## src/rtl/mem_miss_requester.sv

```systemverilog
`default_nettype none
// ============================================================================
// Module   : mem_miss_requester
// Purpose  : Core-side initiator for the shared cache-miss memory interface.
//            Holds one outstanding line-fill/writeback request for the I$ and
//            one for the D$, issues each to memory as a one-cycle valid pulse
//            with held request info, routes responses back by cache id, and
//            aborts a request whose response does not arrive within
//            TIMEOUT_CYCLES wait cycles.
// Ports    :
//   clk_i, reset_i              clock, asynchronous active-low reset
//   ic_miss_*  / ic_fill_*      I$ request handshake and fill delivery
//   dc_miss_*  / dc_fill_*      D$ request handshake and fill delivery
//   icache_req_*_miss           I$ request to memory
//   dcache_req_*_miss           D$ request to memory
//   rsp_*                       memory response (rsp_cache_id: 0=I$, 1=D$)
//   spurious_rsp_o              sticky: response for a channel not waiting
// Revision : 1.0 - initial release
// ============================================================================
module mem_miss_requester #(
    parameter int ADDR_WIDTH     = 32,
    parameter int LINE_WIDTH     = 128,
    parameter int TIMEOUT_CYCLES = 256
) (
    input  logic                  clk_i,
    input  logic                  reset_i,

    input  logic                  ic_miss_valid_i,
    input  logic [ADDR_WIDTH-1:0] ic_miss_addr_i,
    output logic                  ic_miss_ready_o,
    output logic                  ic_fill_valid_o,
    output logic [LINE_WIDTH-1:0] ic_fill_data_o,
    output logic                  ic_fill_error_o,

    input  logic                  dc_miss_valid_i,
    input  logic [ADDR_WIDTH-1:0] dc_miss_addr_i,
    input  logic                  dc_miss_is_store_i,
    input  logic [LINE_WIDTH-1:0] dc_miss_data_i,
    output logic                  dc_miss_ready_o,
    output logic                  dc_fill_valid_o,
    output logic [LINE_WIDTH-1:0] dc_fill_data_o,
    output logic                  dc_fill_error_o,

    output logic                  icache_req_valid_miss,
    output logic [ADDR_WIDTH-1:0] icache_req_addr_miss,
    output logic                  dcache_req_valid_miss,
    output logic [ADDR_WIDTH-1:0] dcache_req_addr_miss,
    output logic                  dcache_req_is_store_miss,
    output logic [LINE_WIDTH-1:0] dcache_req_data_miss,

    input  logic                  rsp_valid_miss,
    input  logic                  rsp_cache_id,
    input  logic [LINE_WIDTH-1:0] rsp_data_miss,
    input  logic                  rsp_bus_error,

    output logic                  spurious_rsp_o
);

    localparam int CNT_W = (TIMEOUT_CYCLES > 1) ? $clog2(TIMEOUT_CYCLES) : 1;
    localparam logic [CNT_W-1:0] c_CNT_LAST = CNT_W'(TIMEOUT_CYCLES - 1);

    localparam logic [1:0] c_ST_IDLE  = 2'd0;
    localparam logic [1:0] c_ST_ISSUE = 2'd1;
    localparam logic [1:0] c_ST_WAIT  = 2'd2;
    localparam logic [1:0] c_ST_STALE = 2'd3;

    // Response steering: each channel only reacts to its own cache id.
    logic ic_rsp_hit;
    logic dc_rsp_hit;
    assign ic_rsp_hit = rsp_valid_miss & ~rsp_cache_id;
    assign dc_rsp_hit = rsp_valid_miss &  rsp_cache_id;

    // ------------------------------------------------------------------------
    // I$ channel
    // ------------------------------------------------------------------------
    logic [1:0]            ic_state_q, ic_state_d;
    logic [CNT_W-1:0]      ic_cnt_q,   ic_cnt_d;
    logic [ADDR_WIDTH-1:0] ic_addr_q,  ic_addr_d;
    logic                  ic_spur_set;

    always_ff @(posedge clk_i or negedge reset_i) begin
        if (!reset_i) begin
            ic_state_q <= c_ST_IDLE;
            ic_cnt_q   <= '0;
            ic_addr_q  <= '0;
        end else begin
            ic_state_q <= ic_state_d;
            ic_cnt_q   <= ic_cnt_d;
            ic_addr_q  <= ic_addr_d;
        end
    end

    always_comb begin
        ic_state_d = ic_state_q;
        ic_cnt_d   = ic_cnt_q;
        ic_addr_d  = ic_addr_q;
        case (ic_state_q)
            c_ST_IDLE: begin
                if (ic_miss_valid_i) begin
                    ic_addr_d  = ic_miss_addr_i;
                    ic_state_d = c_ST_ISSUE;
                end
            end
            c_ST_ISSUE: begin
                ic_cnt_d   = '0;
                ic_state_d = c_ST_WAIT;
            end
            c_ST_WAIT: begin
                if (ic_rsp_hit) begin
                    ic_state_d = c_ST_IDLE;
                end else if (ic_cnt_q == c_CNT_LAST) begin
                    ic_state_d = c_ST_STALE;
                end else begin
                    ic_cnt_d = ic_cnt_q + 1'b1;
                end
            end
            c_ST_STALE: begin
                // Late response is swallowed; the cache already saw the error.
                if (ic_rsp_hit) begin
                    ic_state_d = c_ST_IDLE;
                end
            end
            default: ic_state_d = c_ST_IDLE;
        endcase
    end

    always_comb begin
        ic_miss_ready_o       = 1'b0;
        icache_req_valid_miss = 1'b0;
        ic_fill_valid_o       = 1'b0;
        ic_fill_data_o        = '0;
        ic_fill_error_o       = 1'b0;
        ic_spur_set           = 1'b0;
        case (ic_state_q)
            c_ST_IDLE: begin
                ic_miss_ready_o = 1'b1;
                ic_spur_set     = ic_rsp_hit;
            end
            c_ST_ISSUE: begin
                icache_req_valid_miss = 1'b1;
                ic_spur_set           = ic_rsp_hit;
            end
            c_ST_WAIT: begin
                if (ic_rsp_hit) begin
                    ic_fill_valid_o = 1'b1;
                    ic_fill_data_o  = rsp_data_miss;
                    ic_fill_error_o = rsp_bus_error;
                end else if (ic_cnt_q == c_CNT_LAST) begin
                    ic_fill_valid_o = 1'b1;
                    ic_fill_error_o = 1'b1;
                end
            end
            default: ;
        endcase
    end

    assign icache_req_addr_miss = ic_addr_q;

    // ------------------------------------------------------------------------
    // D$ channel
    // ------------------------------------------------------------------------
    logic [1:0]            dc_state_q, dc_state_d;
    logic [CNT_W-1:0]      dc_cnt_q,   dc_cnt_d;
    logic [ADDR_WIDTH-1:0] dc_addr_q,  dc_addr_d;
    logic                  dc_store_q, dc_store_d;
    logic [LINE_WIDTH-1:0] dc_data_q,  dc_data_d;
    logic                  dc_spur_set;

    always_ff @(posedge clk_i or negedge reset_i) begin
        if (!reset_i) begin
            dc_state_q <= c_ST_IDLE;
            dc_cnt_q   <= '0;
            dc_addr_q  <= '0;
            dc_store_q <= 1'b0;
            dc_data_q  <= '0;
        end else begin
            dc_state_q <= dc_state_d;
            dc_cnt_q   <= dc_cnt_d;
            dc_addr_q  <= dc_addr_d;
            dc_store_q <= dc_store_d;
            dc_data_q  <= dc_data_d;
        end
    end

    always_comb begin
        dc_state_d = dc_state_q;
        dc_cnt_d   = dc_cnt_q;
        dc_addr_d  = dc_addr_q;
        dc_store_d = dc_store_q;
        dc_data_d  = dc_data_q;
        case (dc_state_q)
            c_ST_IDLE: begin
                if (dc_miss_valid_i) begin
                    dc_addr_d  = dc_miss_addr_i;
                    dc_store_d = dc_miss_is_store_i;
                    dc_data_d  = dc_miss_data_i;
                    dc_state_d = c_ST_ISSUE;
                end
            end
            c_ST_ISSUE: begin
                dc_cnt_d   = '0;
                dc_state_d = c_ST_WAIT;
            end
            c_ST_WAIT: begin
                if (dc_rsp_hit) begin
                    dc_state_d = c_ST_IDLE;
                end else if (dc_cnt_q == c_CNT_LAST) begin
                    dc_state_d = c_ST_STALE;
                end else begin
                    dc_cnt_d = dc_cnt_q + 1'b1;
                end
            end
            c_ST_STALE: begin
                if (dc_rsp_hit) begin
                    dc_state_d = c_ST_IDLE;
                end
            end
            default: dc_state_d = c_ST_IDLE;
        endcase
    end

    always_comb begin
        dc_miss_ready_o       = 1'b0;
        dcache_req_valid_miss = 1'b0;
        dc_fill_valid_o       = 1'b0;
        dc_fill_data_o        = '0;
        dc_fill_error_o       = 1'b0;
        dc_spur_set           = 1'b0;
        case (dc_state_q)
            c_ST_IDLE: begin
                dc_miss_ready_o = 1'b1;
                dc_spur_set     = dc_rsp_hit;
            end
            c_ST_ISSUE: begin
                dcache_req_valid_miss = 1'b1;
                dc_spur_set           = dc_rsp_hit;
            end
            c_ST_WAIT: begin
                if (dc_rsp_hit) begin
                    dc_fill_valid_o = 1'b1;
                    dc_fill_data_o  = rsp_data_miss;
                    dc_fill_error_o = rsp_bus_error;
                end else if (dc_cnt_q == c_CNT_LAST) begin
                    dc_fill_valid_o = 1'b1;
                    dc_fill_error_o = 1'b1;
                end
            end
            default: ;
        endcase
    end

    assign dcache_req_addr_miss     = dc_addr_q;
    assign dcache_req_is_store_miss = dc_store_q;
    assign dcache_req_data_miss     = dc_data_q;

    // ------------------------------------------------------------------------
    // Sticky spurious-response flag, cleared only by reset
    // ------------------------------------------------------------------------
    logic spurious_q, spurious_d;

    assign spurious_d = spurious_q | ic_spur_set | dc_spur_set;

    always_ff @(posedge clk_i or negedge reset_i) begin
        if (!reset_i) begin
            spurious_q <= 1'b0;
        end else begin
            spurious_q <= spurious_d;
        end
    end

    assign spurious_rsp_o = spurious_q;

endmodule
`default_nettype wire

```

## config.mk

```make
export PLATFORM = sky130hd
export DESIGN_NAME = mem_miss_requester
export DESIGN_NICKNAME = d
export VERILOG_FILES = /design/src/rtl/mem_miss_requester.sv
export SDC_FILE = /design/constraint.sdc
export NUM_CORES = 1
export LEC_CHECK = 0
export CORE_AREA = 2 2 307 309
export DETAILED_ROUTE_END_ITERATION = 10
export DIE_AREA = 0 0 309 311
export PLACE_DENSITY = 0.31
export SYNTH_ARGS = -nofsm -noshare
export SYNTH_HDL_FRONTEND = slang
export SYNTH_SLANG_ARGS = --single-unit
export TNS_END_PERCENT = 1
```

## constraint.sdc

```tcl
create_clock -name clk_i -period 1.9 [get_ports clk_i]
set_clock_uncertainty 0.15 [all_clocks]
set_input_delay 0.38 -clock clk_i [delete_from_list [all_inputs] [get_ports clk_i]]
set_output_delay 0.38 -clock clk_i [all_outputs]
set_load 0.01 [all_outputs]
```

==> results of run 1 <==
==> tightest hold or removal path, delay by kind of cell <==
| kind | cells | cell delay, ns |
|---|---|---|
| AO/OA/AOI/OAI | 1 | 0.10 |
| buffers and inverters | 2 | 0.35 |
==> power groups by stage <==
stage                     Clock (mW)  Sequential, mW  Combinational, mW
after detailed placement           0            8.13               15.8
after CTS                       5.88            8.16               16.4
after global placement             0            8.15               15.8
after floorplan                    0            9.04               5.41
final                           5.60            8.01               16.6
after global routing            6.05            8.34               17.6
==> cell type report <==
cell class / instances / area, um2
Multi-Input combinational cell: 547 / 4900
Antenna cell: 8 / 20.0
Fill cell: 9976 / 70500
Tap cell: 1254 / 1570
Clock buffer: 44 / 842
Inverter: 4 / 15.0
Timing Repair Buffer: 915 / 9420
Clock inverter: 7 / 118
Sequential cell: 214 / 5360
==> what timing repair did <==
| action | in CTS | in global routing |
|---|---|---|
| endpoints found under the hold margin | 44 | 0 |
| hold buffers | 1 | 0 |
| resized for setup | 854 | 528 |
| setup buffers | 5 | 9 |
| cloned | 5 | 6 |
| endpoints found under the setup margin | 469 | 603 |
| pin swaps | 8 | 9 |
==> per-stage QoR <==
step                      hold WS (ns)  std cells
after detailed placement         0.233       2909
after floorplan                -0.0656        846
final                            0.165       2993
after global placement           0.232       2909
after CTS                        0.194       2971
after global routing             0.167       2992
==> per-layer routing <==
layer  track usage  vias to the layer above  routed length, um
met4        0.0449                       12               2350
met2         0.249                      611              36100
met3        0.0555                      137               7280
met5             0                        -                 70
li1              -                     4790                  -
met1         0.143                     5207              24800
==> final timing paths <==
path	startpoint	to	cells past startpoint
worst min-delay path	rsp_valid_miss	spurious_rsp_o	3
min in group asynchronous	reset_i	dcache_req_data_miss[28]	2
worst max register to register	dc_state_q[0]	dc_cnt_q[5]	8
worst max-delay path	ic_state_q[0]	ic_fill_data_o[105]	6
max in group asynchronous	reset_i	dcache_req_addr_miss[15]	3
worst min register to register	dcache_req_data_miss[37]	dcache_req_data_miss[37]	1
==> flip-flops by register name, indices dropped and copies added, names as in the netlist <==
name and cells:
dc_cnt_q 8, dcache_req_is_store_miss 1, ic_cnt_q 8, icache_req_addr_miss 32, ic_state_q 2, dc_state_q 2, spurious_rsp_o 1, dcache_req_addr_miss 32
dcache_req_data_miss 128
==> cells by family (layout without fill, tap and decap cells) <==
| kind of cell | Yosys count | after routing |
|---|---|---|
| flops | 214 | 214 |
| other cells | 0 | 8 |
| mux | 198 | 198 |
| compound gates | 29 | 29 |
| simple gates | 318 | 318 |
| fa+ha+maj | 2 | 2 |
| buf+inv | 85 | 970 |
==> Yosys cell counts (all sizes together) (2+ instances only) <==
library cell	count
a21oi	6
and2	3
o211ai	6
or3	2
o31ai	3
nand2b	6
mux2	193
mux2i	5
clkbuf	55
nand3	11
buf	26
inv	4
and2b	2
nor2	8
nand4	5
o41ai	2
ha	2
a21o	2
and3	257
nand2	17
o311ai	3
dfrtp	214
o21ai	3
nor2b	2
==> metrics.yaml, run 1 <==
cp_slowest_cell: "dfrtp_1"
clk_pin_slew_ns: 0.06
crit_family: "buffers and inverters"
sw_frac_of_total: 0.342
via_count: 10800
synth.cell_area_mm2: 0.0105
synth_top_family_by_area: "multiplexers"
cts_tree: "built"
async_flop_share: 1.00
drtAntennaViolNets: 0
tns_ns: -132.82
final_area_mm2: 0.0222
area.growth.synth_to_final_pct: 113
cp-end-kind: "output pin"
worst_ep_arrival_time_ns: 2.03
max_slew_margin: 0.662
grt_antenna_before_repair: 42
max_freq_mhz: 391
grt_pass1_vias: 11300
ys_types: 40
synth-simple-area-share: 0.184
wire_per_inst_um: 23.6
clockPowerShare: 0.185
dp_hpwl_um: 57000
cp_max_fo: 13
drc: 0
synthFlopType: "dfrtp_1"
io_buffers: 785
num-nets-final: 2041
synth_edf_count: 0
worstSkewPairLatency_ns: 0.57
setup_violations: 266
power_switching_mw: 10.3
synth_top_area_frac: 0.512
hold_viol_final: 0
status: "finished, violations left"
grt_remaining_overflow: 0
peakVddDrop_uv: 671
violations: "setup timing"
start_util: 0.113
ys_seq_elements: 214
worst_slew_pin_slew_ns: 0.507
power_density_mw_per_mm2: 1360
yosys.area.top_type: "dfrtp_1"
syn_inst: 846
worstPathCellList: "and2b_4 > buf_12 > buf_16 > clkbuf_16 > and3_1 > buf_2"
yosysWarnings: 0
syn_nets: 1176
synthMuxAreaShare: 0.241
htree_levels: 1
globalplace.congestion: 0.897
drive_gt1_frac: 0.391
period_needed_ns: 2.56
firstDrtPassIters: 5
p_comb_frac: 0.549
grt_max_degree: 76
clockBufferDepth: 3
synth_fa_ha_area_frac: 0.00239
drv_slew: 0
grt_use_total: 0.137
synth_xor_area_frac: 0
power.total_mw: 30.2
power.leakage_nw: 12.0
cts_sinks: 214
cap_violations: 0
grt_setup_unrepaired: "true"
p_seq_frac: 0.265
yosys-top-cells-area: "dfrtp_1, and3_1, mux2_2"
cts_buffers: 29
final_core_util: 0.240
required_ns: 1.37
routed_wl_um: 70500
die_x_um: 309
slowest_delay_ns: 0.37
fp.dieH_um: 311
fin_crit_sh: 1.35
grt_first_pass_wirelength_um: 93500
start_kind: "flip-flop"
path_class: "reg2out"
dpl-instance-area_mm2: 0.0207
layout_setup_ws_ns: -0.656
hp-class: "in2reg"
synth-compound-area-share: 0.0215
syn_avg_cell_area_um2: 12.4
core_area_mm2: 0.0928
pin_count: 786
placementRows: 112
ys_seq_area_frac: 0.512
vias_per_cell: 3.59
critPathBufInv: 4
initialDrtViolationCount: 452
cts.root.buffer_cell: "clkbuf_16"
r2r_slack_ns: -0.18
final_common_cell: "clkdlybuf4s50_1"
final_cell_mix: "clkdlybuf4s50_1, and3_1, dfrtp_1"
die_area_mm2: 0.0961
p_int_mw: 19.8
preCtsSetupSlack_ns: -1.18
(Power assumes the default switching activity.)
==> run 2, diff against run 1 <==
--- a/config.mk
+++ b/config.mk
@@ -9,6 +9,7 @@
 export DETAILED_ROUTE_END_ITERATION = 10
 export DIE_AREA = 0 0 309 311
 export PLACE_DENSITY = 0.31
+export RECOVER_POWER = 100
 export SYNTH_ARGS = -nofsm -noshare
 export SYNTH_HDL_FRONTEND = slang
 export SYNTH_SLANG_ARGS = --single-unit
==> run 2 against run 1 <==
  * The flow still finishes with violations (setup timing)
  * Critical endpoint unchanged
  * Register-to-register slack got worse by 0.07 ns
  * Critical path depth is the same
  * Sequential share of layout area is 0.086 points higher
  * Sequential power about the same
  * Via count decreased by 0.17%
  * Power down 0.21%
  * Flip-flop and latch count is the same
  * Worst setup slack hardly changed
==> metrics.yaml, run 2 (same netlist as run 1, synthesis figures left out) <==
status: "finished, violations left"  # unchanged
violations: "setup timing"  # unchanged
grt_remaining_overflow: 0  # unchanged
via_count: 10700  # was 10800
r2r_end: "dcache_req_data_miss[51]"  # was dc_cnt_q[5]
io_buffers: 785  # unchanged
fin_crit_sh: 1.35  # about the same
drtAntennaViolNets: 0  # unchanged
cts_sinks: 214  # unchanged
rr_worst_depth: 6  # was 8
sw_frac_of_total: 0.342  # about the same
drive_gt1_frac: 0.388  # was 0.391
fin_cells: 2995  # was 2993
worstPathCellList: "and2b_4 > buf_12 > buf_16 > clkbuf_16 > and3_1 > buf_2"  # unchanged
power.leakage_nw: 11.9  # was 12.0 nW
wire_per_inst_um: 23.6  # about the same
final_cell_mix: "clkdlybuf4s50_1, and3_1, dfrtp_1"  # unchanged
grt_first_pass_wirelength_um: 93500  # unchanged
grt_max_degree: 76  # unchanged
pin_count: 786  # unchanged
slowest_delay_ns: 0.37  # about the same
nFillCells: 9992  # was 9976
htree_levels: 1  # unchanged
routed_wl_um: 70500  # about the same
placementRows: 112  # unchanged
hold_path_depth: 3  # unchanged
die_x_um: 309  # unchanged
cap_violations: 0  # unchanged
layout_setup_ws_ns: -0.656  # about the same
worstHoldEndpoint: "spurious_rsp_o"  # unchanged
period_needed_ns: 2.56  # about the same
cp_slowest_cell: "dfrtp_1"  # unchanged
rr_startpoint: "dc_state_q[0]"  # unchanged
clk_pin_slew_ns: 0.06  # about the same
p_seq_frac: 0.266  # was 0.265
grt_setup_unrepaired: "true"  # unchanged
tns_ns: -163.11  # was -132.82 ns
worst_slew_pin_slew_ns: 0.840  # was 0.507 ns
initialDrtViolationCount: 471  # was 452
cts_buffers: 29  # unchanged
max_freq_mhz: 391  # about the same
drc: 0  # unchanged
globalplace.congestion: 0.897  # unchanged
die_area_mm2: 0.0961  # unchanged
setup_violations: 426  # was 266
drv_slew: 0  # unchanged
largest_reg_flops: 128  # unchanged
max_slew_margin: 0.440  # was 0.662
required_ns: 1.37  # about the same
dp_hpwl_um: 57000  # unchanged
cp-end-kind: "output pin"  # unchanged
placed_cells: 2909  # unchanged
clockBufferDepth: 3  # unchanged
path_class: "reg2out"  # unchanged
cp_max_fo: 13  # unchanged
hold_ws_ns: 0.165  # about the same
power_switching_mw: 10.3  # about the same
start_util: 0.113  # unchanged
core_area_mm2: 0.0928  # unchanged
r2r_slack_ns: -0.25  # was -0.18 ns
clockPowerShare: 0.186  # was 0.185
hold_viol_final: 0  # unchanged
peakVddDrop_uv: 674  # was 671 uV
min-delay-start: "rsp_valid_miss"  # unchanged
grt_pass1_vias: 11300  # unchanged
cts_tree: "built"  # unchanged
vias_per_cell: 3.59  # about the same
hp-class: "in2reg"  # unchanged
critPathBufInv: 4  # unchanged
area.growth.synth_to_final_pct: 112  # was 113%
final_common_cell: "clkdlybuf4s50_1"  # unchanged
worst_ep_arrival_time_ns: 2.03  # about the same
num-nets-final: 2041  # unchanged
fp.dieH_um: 311  # unchanged
grt_use_total: 0.137  # unchanged
worstSkewPairLatency_ns: 0.57  # about the same
grt_antenna_before_repair: 42  # unchanged
crit_family: "buffers and inverters"  # unchanged
final_core_util: 0.239  # was 0.240
cts.root.buffer_cell: "clkbuf_16"  # unchanged
preCtsSetupSlack_ns: -1.18  # unchanged
power_density_mw_per_mm2: 1360  # about the same
start_kind: "flip-flop"  # unchanged
p_int_mw: 19.8  # about the same
p_comb_frac: 0.549  # about the same
firstDrtPassIters: 4  # was 5
==> run 2: area by class of cell <==
type / instances / area [um2] / share of cell area
Timing Repair Buffer: 915 / 9340 / 0.422
Sequential cell: 214 / 5360 / 0.242
Multi-Input combinational cell: 547 / 4890 / 0.221
Tap cell: 1254 / 1570 / 0.0708
Clock buffer: 44 / 842 / 0.0380
Clock inverter: 7 / 118 / 0.00531
Antenna cell: 10 / 25.0 / 0.00113
Inverter: 4 / 15.0 / 0.000678
==> run 2: power groups by stage <==
stage | logic, mW | clock network (mW) | registers, mW
CTS | 16.4 | 5.88 | 8.16
finish | 16.5 | 5.59 | 8.01
global placement | 15.8 | 0 | 8.15
floorplan | 5.41 | 0 | 9.04
detailed placement | 15.8 | 0 | 8.13
global route | 17.6 | 6.05 | 8.34
==> run 2: repair_timing <==
item | in CTS | in global routing
resized for setup | 854 | 528
hold buffers | 1 | 0
endpoints found under the setup margin | 469 | 603
pin swaps | 8 | 9
setup buffers | 5 | 9
hold endpoints to repair | 44 | 0
gates cloned | 5 | 6
==> run 2: worst register-to-register path, delay by kind of cell (launching register included) <==
kind                   cells  cell delay [ns]
and+or+nand+nor            2             0.55
muxes                      1             0.36
DFF                        1             0.37
buffers and inverters      3             0.60
==> run 2: worst max path at each step <==
stage | slack, ns | end | start | depth (start not counted)
after floorplan | 0.04 | dc_fill_data_o[108] | dc_state_q[0] | 4
after global placement | -1.19 | ic_fill_data_o[122] | rsp_valid_miss | 5
after detailed placement | -1.18 | ic_fill_data_o[108] | rsp_valid_miss | 5
after CTS | -0.98 | ic_fill_data_o[123] | ic_state_q[0] | 5
after global routing | -0.73 | ic_fill_data_o[105] | ic_state_q[0] | 6
final | -0.66 | ic_fill_data_o[105] | ic_state_q[0] | 6
==> run 2: per-stage QoR <==
step                total power [mW]  instance area (um2)
floorplan                       14.5                10500
global placement                24.0                20700
detailed placement              24.0                20700
CTS                             30.4                21300
global route                    32.0                22200
finish                          30.1                22200
==> run 2: metal layers <==
layer,GRT usage,vias to the layer above,routed length [um]
met3,0.0555,137,7210
met4,0.0449,12,2370
met5,0,-,70
met1,0.143,5192,24800
met2,0.249,604,36100
li1,-,4794,-
